File: src/rtl/axi_rd_arbiter.sv
// axi_rd_arbiter: round-robin share of one AR+R read channel between two burst requesters
//   clk, rst_n                   clock, synchronous active-low reset
//   m0_*/m1_* ar{addr,valid,burst} in, arready/rvalid/rlast out   requester ports
//   m_rdata                      read data broadcast to both requesters
//   araddr/arvalid/arburst out, arready/rdata/rvalid/rlast in      memory port
//   grant, busy, proto_err       owner, state != IDLE, sticky protocol error
module axi_rd_arbiter #(
    parameter int DW   = 32,
    parameter int AW   = 32,
    parameter int LENW = 4
) (
    input  logic            clk,
    input  logic            rst_n,
    input  logic [AW-1:0]   m0_araddr,
    input  logic            m0_arvalid,
    input  logic [LENW-1:0] m0_arburst,
    output logic            m0_arready,
    output logic            m0_rvalid,
    output logic            m0_rlast,
    input  logic [AW-1:0]   m1_araddr,
    input  logic            m1_arvalid,
    input  logic [LENW-1:0] m1_arburst,
    output logic            m1_arready,
    output logic            m1_rvalid,
    output logic            m1_rlast,
    output logic [DW-1:0]   m_rdata,
    output logic [AW-1:0]   araddr,
    output logic            arvalid,
    output logic [LENW-1:0] arburst,
    input  logic            arready,
    input  logic [DW-1:0]   rdata,
    input  logic            rvalid,
    input  logic            rlast,
    output logic            grant,
    output logic            busy,
    output logic            proto_err
);
    typedef enum logic [1:0] {IDLE, ADDR, DATA} state_t;
    state_t          r_state;
    logic            r_grant;
    logic            r_last_grant;
    logic            r_proto_err;
    logic [LENW:0]   r_beat_cnt;
    logic [LENW-1:0] r_len;
    logic            w_addr;
    logic            w_data;
    logic            w_last_due;
    assign w_addr     = r_state == ADDR;
    assign w_data     = r_state == DATA;
    assign w_last_due = r_beat_cnt == {1'b0, r_len};
    assign arvalid    = w_addr & (r_grant ? m1_arvalid : m0_arvalid);
    assign araddr     = w_addr ? (r_grant ? m1_araddr : m0_araddr) : '0;
    assign arburst    = w_addr ? (r_grant ? m1_arburst : m0_arburst) : '0;
    assign m0_arready = w_addr & ~r_grant & arready;
    assign m1_arready = w_addr & r_grant & arready;
    assign m0_rvalid  = w_data & ~r_grant & rvalid;
    assign m1_rvalid  = w_data & r_grant & rvalid;
    assign m0_rlast   = w_data & ~r_grant & rlast;
    assign m1_rlast   = w_data & r_grant & rlast;
    assign m_rdata    = w_data ? rdata : '0;
    assign grant      = r_grant;
    assign busy       = r_state != IDLE;
    assign proto_err  = r_proto_err;
    always_ff @(posedge clk) begin
        if (!rst_n) begin
            r_state      <= IDLE;
            r_grant      <= 1'b0;
            r_last_grant <= 1'b1;
            r_proto_err  <= 1'b0;
            r_beat_cnt   <= '0;
            r_len        <= '0;
        end else begin
            case (r_state)
                IDLE: begin
                    if (m0_arvalid | m1_arvalid) begin
                        // a tie goes to whoever did not own the previous burst
                        r_grant <= (m0_arvalid & m1_arvalid) ? ~r_last_grant : m1_arvalid;
                        r_state <= ADDR;
                    end
                    if (rvalid) r_proto_err <= 1'b1;
                end
                ADDR: begin
                    if (arvalid & arready) begin
                        r_len        <= arburst;
                        r_last_grant <= r_grant;
                        r_beat_cnt   <= '0;
                        r_state      <= DATA;
                    end
                    if (rvalid) r_proto_err <= 1'b1;
                end
                DATA: begin
                    if (rvalid) begin
                        r_beat_cnt <= r_beat_cnt + 1'b1;
                        if (rlast) begin
                            r_state <= IDLE;
                            if (!w_last_due) r_proto_err <= 1'b1;
                        end else if (w_last_due) begin
                            // memory overran the burst; keep waiting for its rlast
                            r_proto_err <= 1'b1;
                        end
                    end
                end
                default: r_state <= IDLE;
            endcase
        end
    end
endmodule

File: config.mk
export PLATFORM = sky130hd
export DESIGN_NAME = axi_rd_arbiter
export DESIGN_NICKNAME = d
export VERILOG_FILES = /design/src/rtl/axi_rd_arbiter.sv
export SDC_FILE = /design/constraint.sdc
export NUM_CORES = 1
export LEC_CHECK = 0
export ABC_CLOCK_PERIOD_IN_PS = 1430
export BUFFER_PORTS_ARGS = -buffer_cell sky130_fd_sc_hd__clkbuf_2
export CAP_MARGIN = 20
export CORE_AREA = 2 2 74 76
export CTS_CLUSTER_SIZE = 12
export DETAILED_ROUTE_END_ITERATION = 8
export DIE_AREA = 0 0 76 78
export PLACE_DENSITY = 0.84
export SYNTH_ARGS = -nofsm -noshare
export SYNTH_HDL_FRONTEND = slang
export SYNTH_SLANG_ARGS = --single-unit
File: constraint.sdc
create_clock -name clk -period 1.43 [get_ports clk]
set_input_delay 0.0715 -clock clk [delete_from_list [all_inputs] [get_ports clk]]
set_output_delay 0.0715 -clock clk [all_outputs]
set_load 0.05 [all_outputs]
==> results of run 1 <==
cells in the mapped netlist (3+ instances only):
master	n
dfxtp_1	14
nor2b_1	9
o21ai_0	3
nand3_1	3
and2_1	36
buf_2	8
nand2_1	8
xnor2_1	3
clkbuf_1	4
nor2_1	9
a22o_1	33
mux2i_1	9
sequential cells by signal, summed over array words and instances (netlist names):
| name | flops |
|---|---|
| r_last_grant | 1 |
| proto_err | 1 |
| r_beat_cnt | 5 |
| grant | 1 |
| r_len | 4 |
| r_state | 2 |
repair_timing:
item,in CTS,in global routing
pin swaps,1,0
setup endpoints to repair,73,76
hold buffers,0,0
cloned,1,1
resized for setup,139,78
buffers inserted,1,4
stage by stage:
step	TNS (ns)	hold slack [ns]	setup WS [ns]	instance area, um2	util
after floorplan	-1.77	0.200	-0.0579	1540	-
after global placement	0	0.390	0.0522	2770	0.549
after detailed placement	-0.0806	0.416	-0.0178	2770	0.549
after CTS	-2.12	0.161	-0.0809	3490	0.691
after global routing	-6.34	0.196	-0.139	3660	0.725
final	-2.92	0.157	-0.0809	3660	0.725
power by group through the flow:
stage,Clock (mW),Combinational [mW],Sequential (mW)
floorplan,0,0.739,0.435
global placement,0,1.14,0.426
detailed placement,0,1.16,0.426
CTS,0.382,1.38,0.420
global route,0.410,1.54,0.420
finish,0.388,1.49,0.418
logic make-up after synthesis:
logic type	after synthesis
adders and majority gates	1
buffers and inverters	18
DFF	14
muxes	11
AOI/OAI and AO/OA	47
and+or+nand+nor	79
xor gates and xnor gates	4
cell type report:
class                      instances  area, um2  share of cell area
timing repair buffer             203       1920               0.526
multi-input combinational        142       1290               0.353
sequential                        14        293              0.0801
tap                               70       87.6              0.0240
clock buffer                       4       55.1              0.0151
inverter                           2       7.51             0.00205
worst max path at each step:
stage	to
2_1_floorplan	araddr[10]
3_3_place_gp	araddr[29]
3_5_place_dp	araddr[11]
4_1_cts	arburst[3]
5_1_grt	araddr[20]
6_report	araddr[20]
layer usage:
metal | GRT usage | vias up
li1 | - | 1011
met1 | 0.253 | 1022
met2 | 0.473 | 89
met3 | 0.0500 | 14
met4 | 0.0818 | 0
met5 | 0 | -
critical path: cells and delay by family, from the launching register on:
kind / cells / cell delay, ns
simple gates: 2 / 0.11
compound gates: 1 / 0.28
buf+inv: 3 / 0.45
flops: 1 / 0.33
placed cells by master, fill, tap and decap left out, types with 4 or more instances in the layout:
| master | netlist | layout |
|---|---|---|
| mux2i_4 | 0 | 4 |
| buf_8 | 0 | 51 |
| nand2_1 | 8 | 8 |
| nor2b_1 | 9 | 8 |
| clkbuf_2 | 1 | 114 |
| dfxtp_1 | 14 | 8 |
| a22o_4 | 0 | 4 |
| clkbuf_4 | 0 | 4 |
| buf_4 | 1 | 9 |
| clkbuf_8 | 0 | 5 |
| nor2_1 | 9 | 5 |
| clkbuf_16 | 0 | 4 |
| nor2_4 | 0 | 5 |
| and2_4 | 0 | 17 |
| dfxtp_2 | 0 | 4 |
| a22o_2 | 0 | 26 |
| and2_2 | 0 | 18 |
| mux2i_1 | 9 | 5 |
| buf_12 | 0 | 16 |
==> impl_metrics.ini, run 1 <==
[routing]
detail_route.vias_per_cell = 4.91
iter_0_drt_violations = 103
detailroute.wirelength.met2_um = 4690
drt-wirelength-per-cell_um = 18.5
dr.pass1.iters = 4
highest_routed_layer = met4
routedLengthMet1_um = 2850
met3WireLength_um = 363
post_drt_antenna_nets = 0
via_count = 2136
detail_route.drc_violations = 0
finalWirelength_um = 8070

[timing]
unrepaired_setup_endpoints_after_global_routing = yes
worst_slew_margin_rel = 0.775
finalWorstPathRequiredPeriod_ns = 1.51
finalHoldViolCount = 0
maxSlewViolCount = 0
finalSetupViolations = 70
fin_crit_sh = 1.06
worst_slew_pin_slew_ns = 0.334
final_worst_setup_slack_ns = -0.0809
worst_clock_skew_ns = 0.00456
fmax_mhz = 662

[worst_setup_path]
setup.worst_path.end_class = output port
startpoint_type = flip-flop
required_time_of_the_critical_path_ns = 1.36
timing.critical_path.arrival_ns = 1.44
r2r-start = r_len[3]$_SDFFE_PN0P_
critPathLaunch = r_state[0]$_SDFFE_PN0P_
cp_slowest_stage_delay_ns = 0.33
cells_on_worst_reg2reg_path = 4
critical_path_class = flip-flop to output port
regToRegSetupSlack_ns = 0.07
critPathMaxFanout = 34
crit_path_cell_trace = buf_6 -> nand2b_4 -> nor2_4 -> buf_12 -> a22o_2 -> clkbuf_8
cpMaxStageDelayCell = dfxtp_2
reg2reg_capture_point = proto_err$_SDFFE_PN0P_

[synth]
yosys-top-cells-area = a22o_1 20%, dfxtp_1 20%, and2_1 16%, mux2i_1 6.4%, nor2b_1 4.0%
synth_simple_gate_area_frac = 0.342
synth_xor_area_frac = 0.0248
syn_avg_cell_area_um2 = 8.11
synth_async_sr_flop_share = 0
largest_family_of_logic_cells_by_synthesized_area = simple AND/OR/NAND/NOR gates
synth.net_count = 286
ys.warnings.count = 0
synth-main-ff-cell = dfxtp_1
post_synth_inst_count = 174
synth-edff-count = 0
synth_seq_cells = 14
compound_gate_fraction_of_synth_area = 0.274
synth_top_area_frac = 0.205
synth_top_cell_by_area = a22o_1
synth_area_um2 = 1410
seq_area_frac_synth = 0.199
yosys.area_share.adder = 0.00887
share_of_synthesized_area_spent_on_multiplexers = 0.0824
yosys.cell_types.count = 41

[clock_network]
cts.sink_count = 14
clk_buf_depth = 2
cts_tree = done
clk_pin_slew_ns = 0.05
numCtsBuffers = 3
clk-insertion-delay-late_ns = 0.25
cts-root-buf = clkbuf_8
htree_levels = 1

[status]
failed_checks = setup timing
outcome = finished with violations

[die]
die_height_um = 78
pin_count = 189
floorplan.initialDensity = 0.280
core_area_um2 = 5040
die_w_um = 76
die_area_um2 = 5930
core_rows = 26

[global_route]
grt.total_usage = 0.241
grt_antenna_before_repair = 0
global_route.overflow_total = 0
grt_first_pass_wirelength_um = 11400
grt_start_max_net_pins = 36
first_global_vias = 2211

[power]
clock_power_share = 0.169
power.net_switching_mw = 0.970
proportion_of_power_drawn_by_combinational_gates = 0.649
power.internal_mw = 1.33
power_density_nw_per_um2 = 628
switching_power_share_of_the_total = 0.422
ir_worst_vdd_mv = 0.357
share_seq_of_total_power = 0.182
total_leakage_power_nw = 1.77
p_total_mw = 2.30

[placement]
gp_congestion = 0.832
numPlacedInstances = 424
dp.final_hpwl_um = 5080
io_buffer_count = 188

[worst_hold_path]
worstHoldPathCells = 2
min-delay-start = rst_n
worst_hold_path.endpoint = r_last_grant$_SDFFE_PN1P_
hold_path.class = primary input to flip-flop

[run]
max_cap_viol_count = 0

[layout]
finish.cell_count_without_fillers = 435
layout-drive-gt1-share = 0.819
count_of_fill_cells_added_during_filler_insertion = 333
antenna_cells = 0
flow.area_growth_from_synthesis_pct = 159
nets = 478
Note: power is estimated with default switching activity, not from simulation.
==> run 2: changes to the inputs <==
MAX_ROUTING_LAYER = met4   (was default)
==> run 2 against run 1 <==
  * The run still ends with setup timing left
  * Setup slack about the same
  * Register-to-register slack is essentially flat
  * Global-route usage grew 0.72 points
  * First-iteration DRC count up 17%
  * Cell area unchanged
==> impl_metrics.ini, run 2 (synthesis results as in run 1) <==
[placement]
detailedPlace.worstSlack_ns = -0.0178
dp.final_hpwl_um = 5080
gp_congestion = 0.845
io_buffer_count = 188
place_area_um2 = 2770

[timing]
maxSlewViolCount = 0
timing.hold.ws_ns = 0.159
finalWorstPathRequiredPeriod_ns = 1.51
fin_crit_sh = 1.06
finalSetupViolations = 70
unrepaired_setup_endpoints_after_global_routing = yes
setup-tns-final_ns = -2.97
final_worst_setup_slack_ns = -0.0811
worst_slew_margin_rel = 0.776
worst_clock_skew_ns = 0.00310
finalHoldViolCount = 0
worst_slew_pin_slew_ns = 0.334
fmax_mhz = 662

[layout]
antenna_cells = 0
nets = 478
largest_register = r_beat_cnt
largest_register_ffs = 5
mostFrequentLayoutCell = clkbuf_2
largest_registers = r_beat_cnt (5), r_len (4), r_state (2)
final_cell_mix = 114 x clkbuf_2, 51 x buf_8, 26 x a22o_2
count_of_fill_cells_added_during_filler_insertion = 333
fin_area_um2 = 3660
flow.area_growth_from_synthesis_pct = 159
layout-drive-gt1-share = 0.819

[status]
outcome = finished with violations
failed_checks = setup timing

[worst_setup_path]
timing.critical_path.arrival_ns = 1.44
critPathMaxFanout = 34
worst_setup_path_endpoint = araddr[20]
cells_on_worst_reg2reg_path = 4
required_time_of_the_critical_path_ns = 1.36
critical_path_class = flip-flop to output port
setup.worst_path.end_class = output port
regToRegSetupSlack_ns = 0.07
r2r-start = r_len[3]$_SDFFE_PN0P_
critPathLaunch = r_state[0]$_SDFFE_PN0P_
reg2reg_capture_point = proto_err$_SDFFE_PN0P_
startpoint_type = flip-flop

[global_route]
grt_start_max_net_pins = 36
grt_first_pass_wirelength_um = 11400
grt.total_usage = 0.248
first_global_vias = 2210
grt_antenna_before_repair = 0
global_route.overflow_total = 0

[power]
power_density_nw_per_um2 = 628
total_leakage_power_nw = 1.77
ir_worst_vdd_mv = 0.359
p_total_mw = 2.30

[routing]
drt-wirelength-per-cell_um = 18.5
detail_route.drc_violations = 0
detail_route.vias_per_cell = 4.90
finalWirelength_um = 8060
post_drt_antenna_nets = 0
iter_0_drt_violations = 120
via_count = 2130
dr.pass1.iters = 4

[worst_hold_path]
hold_path.class = primary input to flip-flop

[die]
core_rows = 26
die_height_um = 78
die_w_um = 76
die_area_um2 = 5930
floorplan.initialDensity = 0.280
core_area_um2 = 5040
pin_count = 189

[clock_network]
cts-hold-fix-buffers = 0
clk-insertion-delay-late_ns = 0.25
cts-root-buf = clkbuf_8
clk_pin_slew_ns = 0.06
numCtsBuffers = 3
cts.sink_count = 14
cts_tree = done
htree_levels = 1
clk_buf_depth = 2

[run]
max_cap_viol_count = 0
[run 2: cell counts in the layout (fill, tap and decap cells not counted)]
Identical to the previous run, type by type.
[run 2: timing repair]
item,4_1_cts,5_1_grt
endpoints found under the hold margin,0,0
gates resized for setup,139,78
pin swaps,1,0
cloned,1,1
buffers inserted,1,4
endpoints found under the setup margin,73,76
[run 2: area by class of cell]
type | instances | area [um2] | area share
timing repair buffer | 203 | 1920 | 0.526
multi-input combinational | 142 | 1290 | 0.353
sequential | 14 | 293 | 0.0801
tap | 70 | 87.6 | 0.0240
clock buffer | 4 | 55.1 | 0.0151
inverter | 2 | 7.51 | 0.00205
[run 2: critical path: stages, from the launching register on]
cell,delay (ns)
dfxtp_2,0.33
buf_6,0.11
nand2b_4,0.07
nor2_4,0.04
buf_12,0.16
a22o_2,0.29
clkbuf_8,0.18
[run 2: stage by stage]
stage	instances	utilization
after floorplan	174	-
after global placement	424	0.549
after detailed placement	424	0.549
after CTS	430	0.691
after global routing	435	0.725
final	435	0.725
[run 2: power by group]
group / total (mW) / internal, mW / switching (mW) / leakage (nW)
clock network: 0.391 / 0.244 / 0.147 / 0.0288
logic: 1.49 / 0.678 / 0.810 / 1.63
registers: 0.418 / 0.403 / 0.0150 / 0.117
[run 2: worst min-delay path by stage]
stage / startpoint / endpoint / slack [ns] / cells past startpoint
finish: rst_n / r_last_grant$_SDFFE_PN1P_ / 0.16 / 2
global route: rst_n / r_last_grant$_SDFFE_PN1P_ / 0.20 / 2
CTS: rst_n / r_last_grant$_SDFFE_PN1P_ / 0.16 / 2
detailed placement: rst_n / r_last_grant$_SDFFE_PN1P_ / 0.42 / 2
global placement: rst_n / r_last_grant$_SDFFE_PN1P_ / 0.39 / 2
floorplan: rst_n / r_len[0]$_SDFFE_PN0P_ / 0.20 / 1
[run 2: per-layer routing]
metal | GRT usage | vias up | routed length [um] | part of all wire
met5 | - | - | 0 | 0
met4 | 0.0782 | 0 | 172 | 0.021
met3 | 0.0442 | 14 | 393 | 0.049
met2 | 0.475 | 88 | 4650 | 0.58
met1 | 0.258 | 1020 | 2850 | 0.35
li1 | - | 1008 | - | -
